File: config.mk
export PLATFORM = sky130hd
export DESIGN_NAME = vram_host_writer
export DESIGN_NICKNAME = d
export VERILOG_FILES = /design/src/rtl/vram_host_writer.sv
export SDC_FILE = /design/constraint.sdc
export NUM_CORES = 1
export LEC_CHECK = 0
export CAP_MARGIN = 20
export CORE_AREA = 4 4 133 135
export DETAILED_ROUTE_END_ITERATION = 8
export DIE_AREA = 0 0 137 139
export SKIP_LAST_GASP = 1
export SLEW_MARGIN = 10
export SYNTH_ARGS = -nofsm -noshare
export SYNTH_HDL_FRONTEND = slang
export SYNTH_SLANG_ARGS = --single-unit
export TNS_END_PERCENT = 30
File: constraint.sdc
create_clock -name clock -period 4.9 [get_ports clock]
set_input_delay 1.47 -clock clock [delete_from_list [all_inputs] [get_ports clock]]
set_output_delay 1.47 -clock clock [all_outputs]
set_load 0.02 [all_outputs]
File: src/rtl/vram_host_writer.sv
// -----------------------------------------------------------------------------
// vram_host_writer
//
// Queues byte-wide host writes and drains them onto the shared 16-bit VRAM bus
// as word writes with byte enables. The bus is shared with VGA scan-out through
// an external arbiter, so the writer requests the bus and writes only while
// vram_gnt is held. It issues one word per granted cycle, in strict push order.
//
// Ports:
//   clock          sole clock, all state on the rising edge
//   reset          asynchronous, active-low reset
//   host_addr      byte address; bit 0 selects the byte lane
//   host_data      write byte
//   host_wr_valid  host write request
//   host_wr_ready  queue can accept (held low while reset is asserted)
//   vram_gnt       arbiter grant of the VRAM bus
//   vram_req       bus request (registered)
//   vram_we        write strobe, one word per asserted cycle (combinational)
//   vram_addr      word address of the queue head
//   vram_wdata     write data, the byte replicated on both lanes
//   vram_be        byte enables, bit0 = [7:0], bit1 = [15:8]; 00 when idle
//   fifo_count     number of queued entries
//
// Build option:
//   VRAM_WR_COALESCE_EN  When defined, a low-lane head entry that is followed
//                        by the high-lane entry of the same word is merged into
//                        a single be=11 write, and both entries pop together.
// -----------------------------------------------------------------------------
module vram_host_writer #(
  parameter int VRAM_DATA_WIDTH = 16,
  parameter int VRAM_ADDR_WIDTH = 17,
  parameter int FIFO_DEPTH      = 4
) (
  input  logic                         clock,
  input  logic                         reset,
  input  logic [VRAM_ADDR_WIDTH:0]     host_addr,
  input  logic [7:0]                   host_data,
  input  logic                         host_wr_valid,
  output logic                         host_wr_ready,
  input  logic                         vram_gnt,
  output logic                         vram_req,
  output logic                         vram_we,
  output logic [VRAM_ADDR_WIDTH-1:0]   vram_addr,
  output logic [VRAM_DATA_WIDTH-1:0]   vram_wdata,
  output logic [1:0]                   vram_be,
  output logic [$clog2(FIFO_DEPTH):0]  fifo_count
);

  localparam int PW = $clog2(FIFO_DEPTH);
  localparam int CW = PW + 1;

  typedef enum logic [1:0] {
    IDLE  = 2'd0,
    REQ   = 2'd1,
    WRITE = 2'd2
  } state_t;

  state_t          state_reg, state_next;
  logic            vram_req_reg;
  logic [PW-1:0]   rd_ptr_reg, wr_ptr_reg;
  logic [CW-1:0]   count_reg, count_next;
  logic [CW-1:0]   pop_cnt;
  logic            push;

  // Queue storage: no reset needed, validity is tracked by the pointers.
  logic [VRAM_ADDR_WIDTH:0] addr_mem [FIFO_DEPTH];
  logic [7:0]               data_mem [FIFO_DEPTH];

  logic [VRAM_ADDR_WIDTH:0] head_addr;
  logic [7:0]               head_data;

  // Gating ready with reset keeps the host from pushing while reset is held.
  assign host_wr_ready = reset && (count_reg != CW'(FIFO_DEPTH));
  assign push          = host_wr_valid && host_wr_ready;
  assign fifo_count    = count_reg;
  assign vram_req      = vram_req_reg;
  assign vram_we       = (state_reg == WRITE) && vram_gnt;

  assign head_addr = addr_mem[rd_ptr_reg];
  assign head_data = data_mem[rd_ptr_reg];

  always_ff @(posedge clock) begin
    if (push) begin
      addr_mem[wr_ptr_reg] <= host_addr;
      data_mem[wr_ptr_reg] <= host_data;
    end
  end

`ifdef VRAM_WR_COALESCE_EN
  logic [PW-1:0]            nxt_ptr;
  logic [VRAM_ADDR_WIDTH:0] nxt_addr;
  logic [7:0]               nxt_data;
  logic                     pair_ok;

  assign nxt_ptr  = rd_ptr_reg + PW'(1);
  assign nxt_addr = addr_mem[nxt_ptr];
  assign nxt_data = data_mem[nxt_ptr];
  // Merge only a low-lane head with the high lane of the same word directly
  // behind it; any other ordering stays as separate writes to keep push order.
  assign pair_ok  = (count_reg >= CW'(2)) && !head_addr[0] && nxt_addr[0] &&
                    (nxt_addr[VRAM_ADDR_WIDTH:1] == head_addr[VRAM_ADDR_WIDTH:1]);
`endif

  // Bus presentation and pop amount for the current cycle.
  always_comb begin
    vram_addr  = head_addr[VRAM_ADDR_WIDTH:1];
    vram_wdata = {head_data, head_data};
    vram_be    = 2'b00;
    pop_cnt    = '0;
    if (vram_we) begin
`ifdef VRAM_WR_COALESCE_EN
      if (pair_ok) begin
        vram_be    = 2'b11;
        vram_wdata = {nxt_data, head_data};
        pop_cnt    = CW'(2);
      end else begin
        vram_be    = head_addr[0] ? 2'b10 : 2'b01;
        pop_cnt    = CW'(1);
      end
`else
      vram_be    = head_addr[0] ? 2'b10 : 2'b01;
      pop_cnt    = CW'(1);
`endif
    end
  end

  assign count_next = count_reg + CW'(push) - pop_cnt;

  // Next state. count_next includes same-cycle pushes, so a host streaming
  // in during WRITE keeps the burst going while the grant holds.
  always_comb begin
    state_next = state_reg;
    case (state_reg)
      IDLE:    if (count_reg != '0) state_next = REQ;
      REQ:     if (vram_gnt) state_next = WRITE;
      WRITE: begin
        if (!vram_gnt)              state_next = REQ;
        else if (count_next == '0)  state_next = IDLE;
        else                        state_next = WRITE;
      end
      default: state_next = IDLE;
    endcase
  end

  always_ff @(posedge clock or negedge reset) begin
    if (!reset) begin
      state_reg    <= IDLE;
      vram_req_reg <= 1'b0;
      rd_ptr_reg   <= '0;
      wr_ptr_reg   <= '0;
      count_reg    <= '0;
    end else begin
      state_reg    <= state_next;
      vram_req_reg <= (state_next != IDLE);
      count_reg    <= count_next;
      if (push) wr_ptr_reg <= wr_ptr_reg + PW'(1);
      // Power-of-two depth: the pointer truncation is the modulo wrap.
      rd_ptr_reg   <= rd_ptr_reg + pop_cnt[PW-1:0];
    end
  end

endmodule
==> results of run 1 <==
## power breakdown
part / internal, W / total (W) / switching, W
sequential: 0.00121 / 0.00134 / 0.000132
combinational: 0.000586 / 0.00112 / 0.000533
clock: 0.000731 / 0.00113 / 0.000403
## through the flow
step / std cells / hold slack (ns) / utilization (%) / worst slack [ns] / area [µm²]
after floorplan: 195 / 0.467 / - / 1.17 / 4380
after global placement: 475 / 0.556 / 32.1 / 0.483 / 5290
after detailed placement: 475 / 0.562 / 32.1 / 0.387 / 5290
after CTS: 507 / 0.568 / 35.5 / 0.387 / 5840
after global routing: 507 / 0.588 / 35.5 / 0.300 / 5840
final: 507 / 0.585 / 35.5 / 0.389 / 5840
## worst paths after layout
path | start | to | slack [ns] | depth (start not counted)
setup / recovery | vram_gnt | vram_be[1] | 0.39 | 5
hold reg to reg | wr_ptr_reg[1] | wr_ptr_reg[1] | 0.58 | 1
hold / removal | wr_ptr_reg[1] | wr_ptr_reg[1] | 0.58 | 1
max in group asynchronous | reset | rd_ptr_reg[0] | 3.31 | 2
setup reg to reg | fifo_count[1] | state_reg[1] | 2.25 | 10
min in group asynchronous | reset | fifo_count[2] | 1.43 | 2
## critical path: stages
cell and delay, ns:
clkdlybuf4s50_1 0.52, nand2_1 0.11, nor2_1 0.18, and2_1 0.16
clkdlybuf4s50_1 0.60
## final cells by class
type	count	area, µm²
fillers	1549	10600
flip-flops and latches	114	3380
multi-input cells	60	882
repair buffers	74	731
clock buffers	18	429
well taps	220	275
clock inverters	14	121
inverters	7	26.3
## kinds of logic (layout without fill, tap and decap cells)
group,count (synthesis),after routing,share of synthesized area [%]
compound gates,8,8,1.23
xor+xnor,3,3,0.944
fa+ha+maj,8,8,2.46
buf+inv,21,113,2.86
flops,114,114,77.1
mux,27,27,13.6
simple gates,14,14,1.77
## cell usage after synthesis
library cell	number
edfxtp_1	104
mux4_2	26
buf_4	12
dfrtp_1	10
ha_1	7
inv_1	7
and2_1	5
nand2_1	2
nor2_1	2
o21ai_0	2
or3_1	2
a21boi_0	1
a21boi_1	1
a21oi_1	1
a22o_1	1
buf_2	1
clkbuf_1	1
fa_1	1
mux2_2	1
nand2b_1	1
nor3_1	1
nor3b_1	1
o22ai_1	1
o311ai_1	1
xnor2_1	1
xnor3_2	1
xor2_1	1
## metal layers
layer	global-route usage, %	up-vias	wire length [µm]
met4	4.88	0	155
met1	10.2	1114	3300
met3	4.25	12	509
met2	15.9	63	4480
li1	-	943	-
met5	0	-	0
==> results.sh, run 1 <==
export IMPL_crit_fanout=4
export IMPL_finalSetupViolCount=0
export IMPL_status="completed"
export IMPL_cp_start_kind="primary input"
export IMPL_first_iter_violations=152
export IMPL_synth_area_um2=4380
export IMPL_hold_violations=0
export IMPL_largest_reg_flops=72
export IMPL_die_x_um=137
export IMPL_area_growth_pct=33.5
export IMPL_arrival_ns=3.04
export IMPL_avgViaCountPerCell=4.21
export IMPL_grt_start_max_net_pins=28
export IMPL_coreArea_um2=16500
export IMPL_avgSynthCellArea_um2=22.4
export IMPL_tightest_slew_ns=0.794
export IMPL_vdd_ir_drop_max_mv=0.288
export IMPL_cts_repair_resized=0
export IMPL_yosysTopAreaCellShare_pct=71.4
export IMPL_design_power_total_w=0.00359
export IMPL_p_per_area_nw_per_um2=615
export IMPL_post_cts_buffers=0
export IMPL_antennaDiodeCount=0
export IMPL_regMostFlops="addr_mem"
export IMPL_ctsHtreeMaxLevel=4
export IMPL_synthCells=195
export IMPL_num_vias=2132
export IMPL_cts_hold_buf=0
export IMPL_min_period_ns=4.51
export IMPL_rsz0062_at_grt="false"
export IMPL_p_leak_nw=1.95
export IMPL_crit_required_ns=3.43
export IMPL_final_common_cell="edfxtp_1"
export IMPL_routabilityCongestion=0.684
export IMPL_ant_nets=0
export IMPL_final_net_count=312
export IMPL_slew_viol_final=0
export IMPL_grt_overflow_total=0
export IMPL_crit_path_end_kind="primary output"
export IMPL_grt_pass1_wl_mm=12.9
export IMPL_io_pins=71
export IMPL_clk_pin_slew_ns=0.05
export IMPL_fin_tns_setup_ns=0
export IMPL_wl_per_cell_um=16.7
export IMPL_critPathKind="in2out"
export IMPL_cts_buffer_depth=2
export IMPL_finClkSkew_ns=0.00771
export IMPL_start_util_pct=26.6
export IMPL_dpl_hpwl_mm=5.13
export IMPL_track_usage_pct=9.55
export IMPL_yosys_warnings=0
export IMPL_slew_headroom_pct=47.1
export IMPL_drc=0
export IMPL_wl_mm=8.46
export IMPL_dieHeight_um=139
export IMPL_clkSinkCount=114
export IMPL_ys_seq_area_share_pct=77.1
export IMPL_port_buffers=70
export IMPL_first_global_vias=2367
export IMPL_layout_common_cells="edfxtp_1 (104), clkdlybuf4s50_1 (70), mux4_2 (26), clkbuf_16 (17), dfrtp_1 (8)"
export IMPL_drive_above_1_share_pct=22.3
export IMPL_min_path_type="reg2reg"
export IMPL_numCtsBuffers=17
export IMPL_yosys_top_cells_area="edfxtp_1 (71%), mux4_2 (13%), dfrtp_1 (5.7%), buf_4 (2.1%), ha_1 (2.0%)"
export IMPL_synth_distinct_cells=27
export IMPL_rows=47
export IMPL_firstDrtPassIters=4
export IMPL_die_area_um2=19000
export IMPL_max_cap_violations=0
export IMPL_clock_fmax_mhz=222
export IMPL_grt_antenna_before_repair=0
export IMPL_synthesis_nets=233
export IMPL_layout_worst_path_cycle_share_pct=92.1
export IMPL_synth_seq_cells=114
export IMPL_clkLatencyLatePin_ns=0.41
export IMPL_ctsRootBufferMaster="clkbuf_16"
export IMPL_yosysTopAreaCell="edfxtp_1"
export IMPL_cts_tree="done"
(Power assumes the default switching activity.)
==> run 2: changes to the inputs <==
--- a/config.mk
+++ b/config.mk
@@ -10,7 +10,7 @@
 export DETAILED_ROUTE_END_ITERATION = 8
 export DIE_AREA = 0 0 137 139
 export SKIP_LAST_GASP = 1
-export SLEW_MARGIN = 10
+export SLEW_MARGIN = 20
 export SYNTH_ARGS = -nofsm -noshare
 export SYNTH_HDL_FRONTEND = slang
 export SYNTH_SLANG_ARGS = --single-unit
==> results of run 2 <==
Final layout, timing and power as in run 1 (identical DEF).
